[src/rtl/regfile_scoreboard_pkg.sv]
// Shared sizing defaults and helpers for the register bank with pending-write scoreboard.
package regfile_scoreboard_pkg;

  localparam int unsigned XLEN_DEF  = 32;
  localparam int unsigned NREGS_DEF = 32;
  localparam int unsigned R0        = 0;

  // Address width for a bank of n registers; never narrower than one bit.
  function automatic int unsigned aw_of(input int unsigned n);
    return (n < 2) ? 1 : $clog2(n);
  endfunction

endpackage

[src/rtl/rf_pend_cnt.sv]
// Saturating up/down counter tracking outstanding writes to one register.
module rf_pend_cnt #(
  parameter int unsigned W = 2
) (
  input  logic clk,
  input  logic rst,
  input  logic inc,
  input  logic dec,
  input  logic clr,
  output logic sat,
  output logic zero,
  output logic one
);

  logic [W-1:0] cnt;

  // Clear wins; simultaneous inc and dec cancel; ends of range hold.
  always_ff @(posedge clk or posedge rst) begin
    if (rst) begin
      cnt <= '0;
    end else if (clr) begin
      cnt <= '0;
    end else if (inc && !dec && !sat) begin
      cnt <= cnt + W'(1);
    end else if (dec && !inc && !zero) begin
      cnt <= cnt - W'(1);
    end
  end

  assign sat  = (cnt == {W{1'b1}});
  assign zero = (cnt == '0);
  assign one  = (cnt == W'(1));

endmodule

[src/rtl/regfile_scoreboard.sv]
// Register bank with write-through bypass and per-register pending-write scoreboard.
module regfile_scoreboard
  import regfile_scoreboard_pkg::*;
#(
  parameter  int unsigned XLEN   = XLEN_DEF,
  parameter  int unsigned NREGS  = NREGS_DEF,
  parameter  int unsigned NREAD  = 3,
  parameter  int unsigned PEND_W = 2,
  localparam int unsigned AW     = aw_of(NREGS)
) (
  input  logic                  clk,
  input  logic                  rst,
  input  logic [NREAD*AW-1:0]   rd_addr,
  output logic [NREAD*XLEN-1:0] rd_data,
  output logic [NREAD-1:0]      rd_busy,
  input  logic                  iss_en,
  input  logic [AW-1:0]         iss_addr,
  output logic                  iss_ready,
  input  logic                  wr_en,
  input  logic [AW-1:0]         wr_addr,
  input  logic [XLEN-1:0]       wr_data,
  input  logic                  flush,
  output logic                  err_underflow
);

  logic [XLEN-1:0]  regs [NREGS];
  logic [NREGS-1:0] sat_v;
  logic [NREGS-1:0] zero_v;
  logic [NREGS-1:0] one_v;
  logic             flushed;
  logic             wr_live;

  assign wr_live = wr_en && (wr_addr != AW'(R0));

  // Register 0 never counts: permanently idle, never saturated.
  assign sat_v[0]  = 1'b0;
  assign zero_v[0] = 1'b1;
  assign one_v[0]  = 1'b0;

  always_ff @(posedge clk or posedge rst) begin
    if (rst) begin
      for (int r = 0; r < int'(NREGS); r++) begin
        regs[r] <= '0;
      end
    end else if (wr_live) begin
      regs[wr_addr] <= wr_data;
    end
  end

  assign iss_ready = !((iss_addr != AW'(R0)) && sat_v[iss_addr] &&
                       !(wr_en && (wr_addr == iss_addr)));

  for (genvar r = 1; r < int'(NREGS); r++) begin : g_cnt
    logic inc;
    logic dec;
    assign inc = iss_en && iss_ready && (iss_addr == AW'(r));
    assign dec = wr_en && (wr_addr == AW'(r)) && !zero_v[r];
    rf_pend_cnt #(.W(PEND_W)) u_cnt (
      .clk  (clk),
      .rst  (rst),
      .inc  (inc),
      .dec  (dec),
      .clr  (flush),
      .sat  (sat_v[r]),
      .zero (zero_v[r]),
      .one  (one_v[r])
    );
  end

  // A retire landing this cycle is forwarded, so its final retire is not a hazard.
  for (genvar i = 0; i < int'(NREAD); i++) begin : g_rd
    logic [AW-1:0] ra;
    logic          hit;
    assign ra  = rd_addr[i*AW +: AW];
    assign hit = wr_en && (wr_addr == ra) && (ra != AW'(R0));
    assign rd_data[i*XLEN +: XLEN] = hit ? wr_data : regs[ra];
    assign rd_busy[i] = (ra != AW'(R0)) && !zero_v[ra] && !(one_v[ra] && hit);
  end

  // Retires after a flush legitimately hit zero, so the error only arms until the first flush.
  always_ff @(posedge clk or posedge rst) begin
    if (rst) begin
      flushed       <= 1'b0;
      err_underflow <= 1'b0;
    end else begin
      if (flush) begin
        flushed <= 1'b1;
      end
      if (wr_live && zero_v[wr_addr] && !flush && !flushed) begin
        err_underflow <= 1'b1;
      end
    end
  end

endmodule
[config.mk]
export PLATFORM = sky130hd
export DESIGN_NAME = regfile_scoreboard
export DESIGN_NICKNAME = d
export VERILOG_FILES = /design/src/rtl/regfile_scoreboard_pkg.sv /design/src/rtl/rf_pend_cnt.sv /design/src/rtl/regfile_scoreboard.sv
export SDC_FILE = /design/constraint.sdc
export NUM_CORES = 2
export LEC_CHECK = 0
export BUFFER_PORTS_ARGS = -buffer_cell sky130_fd_sc_hd__buf_2
export CAP_MARGIN = 20
export CELL_PAD_IN_SITES_DETAIL_PLACEMENT = 1
export CELL_PAD_IN_SITES_GLOBAL_PLACEMENT = 1
export CORE_MARGIN = 2
export CORE_UTILIZATION = 39
export DETAILED_ROUTE_END_ITERATION = 12
export HOLD_SLACK_MARGIN = 0.02
export MAX_ROUTING_LAYER = met4
export PLACE_DENSITY_LB_ADDON = 0.1
export SLEW_MARGIN = 20
export SYNTH_ARGS = -nofsm -noshare
export SYNTH_HDL_FRONTEND = slang
export SYNTH_SLANG_ARGS = --single-unit
[constraint.sdc]
create_clock -name clk -period 70.8 [get_ports clk]
set_input_delay 7.08 -clock clk [delete_from_list [all_inputs] [get_ports clk]]
set_output_delay 7.08 -clock clk [all_outputs]
set_load 0.01 [all_outputs]
# Word-level counts from Yosys, hierarchy flattened
# Index checks and enable logic that the tools add are counted.
# Widths: inputs -> output; s select.
[word_totals]
n_memories = 0
input_bits = 62
ff_bits = 1088
ramBits = 0
latchBits = 0
romBits = 0
out_inout_bits = 101
[op_classes]
bitwise = 4
muxes = 124
n_div = 0
order_cmp = 10
mul = 0
reduce_logical = 442
shift = 0
n_addsub = 62
n_eq_ne = 128
[op_table]
columns = ["operator", "n"]
rows = [
  ["$bwmux 1024", 1],
  ["$bmux 32 s5", 3],
  ["$mux 32", 10],
  ["$logic_and 1x1->1", 241],
  ["$mux 2", 93],
  ["$demux 32 s5", 1],
  ["$eq 5x5->1 const B", 32],
  ["$logic_not 1->1", 134],
  ["$reduce_bool 3->1", 31],
  ["$eq 5x4->1 const B", 16],
  ["$add 2x1->2 const B", 31],
  ["$eq 2x1->1 const B", 31],
  ["$eq 2x2->1 const B", 31],
  ["$logic_not 2->1", 31],
  ["$sub 2x1->2 const B", 31],
  ["$bmux 1 s5", 8],
  ["$eq 5x3->1 const B", 8],
  ["$lt 5x6->1 const B", 5],
  ["$reduce_bool 5->1", 5],
  ["$ge 6x6->1 const B", 4],
  ["$not 5->6", 4],
  ["$eq 5x2->1 const B", 4],
  ["$eq 5x5->1", 4],
  ["$eq 5x1->1 const B", 2],
  ["other kinds (2)", 9],
]

# Longest topological paths before layout
[logic_depth]
ltp_word = 14
depth_mapped = 11
ltp_nobuf = 9

# By module
# Synthesis repeated with hierarchy kept, for this count alone.
[unflattened]
hier_cells = 4928
hier_area_um2 = 69924.6
[by_module_without_submodules]
columns = ["module", "cells_per_inst", "seq_area_each_um2", "instances", "area_per_inst_um2"]
rows = [
  ["regfile_scoreboard", 4430, 25674.6, 1, 64862.2],
  ["rf_pend_cnt (g_cnt[10].u_cnt ...)", 16, 50.0, 30, 162.7],
  ["rf_pend_cnt (g_cnt[9].u_cnt)", 18, 50.0, 1, 182.7],
]

# Least setup slack after synthesis
# OpenSTA, ideal clock, no wires.
[synth_timing]
kind = "input-to-output"
start = "in rd_addr[0]"
end = "out rd_data[11]"
stages = 7
path_slack_ns = 54.413
path_buffers = 3
arrival_time_ns = 9.307
cell_sequence = "buf_2 > clkbuf_1 > buf_1 > mux4_2 > mux4_2 > mux2i_1 > o21ai_0"
[synth_between]
elab_chain_len = 5
elab_cells_between_ends = 9
classes_between = "eq/ne: 1; mux: 4; bitwise: 1; reduce/logical: 3"
[synth_lines]
columns = ["element", "line", "rtl"]
rows = [
  ["start, declared", "regfile_scoreboard.sv:13", "input logic [NREAD*AW-1:0] rd_addr,"],
  ["$not 5->6 (implied by the code)", "regfile_scoreboard.sv:76", "assign rd_data[i*XLEN +: XLEN] = hit ? wr_data : regs[ra];"],
  ["$bmux 32 s5", "regfile_scoreboard.sv:76", ""],
  ["$mux 32 (implied by the code) (2 in a row)", "regfile_scoreboard.sv:76", ""],
  ["$mux 32 (*)", "regfile_scoreboard.sv:76", ""],
  ["end, declared", "regfile_scoreboard.sv:14", "output logic [NREAD*XLEN-1:0] rd_data,"],
]
# Mark *: on every way between the ends. The rest lies on a longest branch, timed or not. The select of a mux whose other input is x is not followed.

# Final worst setup path
[layout_timing]
start = "in rd_addr[1]"
end = "out rd_data[22]"
# The elaborated chain is that of the path after synthesis.

==> results.yml <==
timing:
  skew_ns: 0.0180
  setup_viol: 0
  slew_headroom_pct: 23.7
  finalCriticalPeriod_ns: 19.54
  fmax_mhz: 51.2
  fin_crit_sh_pct: 27.6
  tns_ns: 0
  worst_pin_slew_ns: 1.14
  hold_viol_final: 0
  maxSlewViolCount: 0
  whs_ns: 0.412
  rsz0062_at_grt: "no"
floorplanning:
  die_height_um: 428
  die-width_um: 428
  die-area_um2: 183000
  rows: 155
  initial_core_util_pct: 39.3
  io_pins: 163
  core-area_um2: 179000
power_and_ir_drop:
  power.leakage_nw: 31.9
  total_power_mw: 2.08
  p_per_area_nw_per_um2: 26.8
  peakVddDrop_uv: 25.2
routing:
  drt-pass1-iter-count: 5
  wire_per_inst_um: 35.8
  drt_iter0_markers: 3306
  viasPerCell: 6.48
  drc: 0
  finalWirelength_um: 252000
  routed-via-count: 45600
  drtAntennaViolNets: 0
logic_synthesis:
  syn_inst: 4703
  syn-mean-instance-area_um2: 14.9
  synth_cell_types: 63
  synthArstFlopShare_pct: 100
  ys_warn_count: 0
  synth_edf_count: 0
  ys_seq_elements: 1088
  ys_seq_area_share_pct: 38.8
  synth_area_um2: 70200
  synth_fp_nets: 4858
  yosys_most_used_dff: "dfrtp_1"
setup_path:
  slowest_delay_ns: 0.96
  critical_path_arrival_ns: 12.46
  crit_path_frequent_cell: "buf_4"
  cp_num_cells: 11
  endpoint_kind: "primary output"
  critPathLaunch: "rd_addr[1]"
  timing.rr.start: "g_cnt[3].u_cnt.cnt[0]"
  r2r_cells: 9
  worstPathCellList: "buf_8 -> buf_4 -> buf_4 -> buf_4 -> buf_4 -> mux4_2 -> mux2i_1 -> a21oi_1 -> nor3_1 -> o31ai_1 -> buf_2"
  cp.required_ns: 63.72
  critPathSlowestCell: "buf_4"
  r2r_end: "g_cnt[30].u_cnt.cnt[1]"
  critical_path_class: "primary input to primary output"
  reg2reg_slack_ns: 67.72
  cp-endpoint: "rd_data[22]"
  crit_buf_inv: 6
  path_max_fanout: 58
  cp-start-kind: "primary input"
  critical-path-top-delay-family: "buffers and inverters"
placed_design:
  portBuffers: 162
  gp_congestion: 0.779
  dpl.hpwl_um: 143000
  placed_area_um2: 73100
global_routing:
  grt_max_degree: 163
  grt_overflow: 0
  antenna_found_initial: 9
  grt_pass1_vias: 49100
  grt_pass1_wl_um: 369000
  track_usage_pct: 28.5
layout:
  layout_commonest_cell: "dfrtp_1"
  mostFrequentLayoutCells: "1088 x dfrtp_1, 1012 x mux2_2, 978 x mux4_2, 187 x mux2i_1, 147 x buf_2"
  nets: 4718
  seqCellArea_um2: 27200
  syn_to_final_growth_pct: 10.9
  final_core_util_pct: 43.6
  final_area_um2: 77800
  drive_gt1_share_pct: 53.9
  multi_input_area_um2: 40900
  num-fill-cells: 17400
clock_network:
  clkTransAtPathRegs_ns: 0.06
  clock_latency_ns: 0.79
  numCtsBuffers: 136
  hold_buffers: 0
  numClockSinks: 1088
  cts_buffer_depth: 3
  clockRootBuffer: "clkbuf_16"
  post_cts_resized: 0
  htreeDepth: 4
  cts_tree: "built"
  cts_setup_buffers: 0
status:
  status: "complete, no violations"
flow_run:
  max_cap_viol_count: 0
worst_hold_path:
  hp-class: "flop to flop"
final cells by class:
cell class	count	area share [%]
Tap cell	2355	3.79
Multi-Input combinational cell	3004	52.5
Timing Repair Buffer	264	2.36
Sequential cell	1088	35.0
Antenna cell	5	0.0161
Clock buffer	208	5.32
Inverter	69	0.342
Clock inverter	40	0.695
kinds of logic after synthesis:
group / after synthesis / synth area share, %
muxes: 2177 / 50.3
DFF: 1088 / 38.8
buffers and inverters: 611 / 3.37
and+or+nand+nor: 382 / 2.57
AOI/OAI and AO/OA: 312 / 2.84
adders and majority gates: 93 / 1.66
xor gates and xnor gates: 40 / 0.499
report_power, final:
group / switching [mW] / internal (mW) / total (mW)
clock: 0.292 / 0.444 / 0.736
sequential: 0.110 / 0.735 / 0.845
combinational: 0.201 / 0.303 / 0.503
registers in the layout, indices dropped and copies added (netlist names):
register / count
regs: 1024
g_cnt.u_cnt.cnt: 62
err_underflow: 1
flushed: 1
synthesized netlist by cell type (all sizes together) (27+ instances only):
cell type | instances | area [um2]
nand2 | 132 | 495
nor2 | 95 | 357
nor3 | 45 | 230
a21oi | 59 | 295
dfrtp | 1088 | 27200
xnor2 | 27 | 236
mux2 | 1012 | 11400
ha | 93 | 1160
clkbuf | 385 | 1450
mux2i | 187 | 1870
o21ai | 118 | 591
buf | 157 | 659
mux4 | 978 | 22000
inv | 69 | 259
worst min-delay path by stage:
stage / startpoint / to / slack [ns] / cells after the start
2_1_floorplan: flushed / flushed / 0.41 / 2
3_5_place_dp: regs[1013] / regs[1013] / 0.40 / 0
5_1_grt: regs[1009] / regs[1009] / 0.43 / 0
3_3_place_gp: regs[994] / regs[994] / 0.40 / 0
6_report: regs[1015] / regs[1015] / 0.41 / 0
4_1_cts: regs[1021] / regs[1021] / 0.42 / 0
metal layers:
metal / share of wire [%] / up-vias / GRT usage, %
met4: 3.7 / 0 / 9.81
met2: 49 / 1256 / 46.0
li1: - / 18400 / -
met3: 4.1 / 425 / 3.45
met1: 43 / 25500 / 37.5
met5: 0 / - / -
worst register-to-register path, delay by kind of cell, from the launching register on:
family	cells	cell delay, ns
and+or+nand+nor	3	1.18
AOI/OAI and AO/OA	3	0.66
DFF	1	0.43
muxes	1	0.30
adders and majority gates	1	0.25
buffers and inverters	1	0.18
through the flow:
stage / worst slack (ns) / instances
final: 51.26 / 7033
after global routing: 51.20 / 7031
after CTS: 51.20 / 7027
after detailed placement: 51.19 / 6779
after global placement: 51.20 / 6777
after floorplan: 33.09 / 4703
Power figures use the tool's default switching activity.
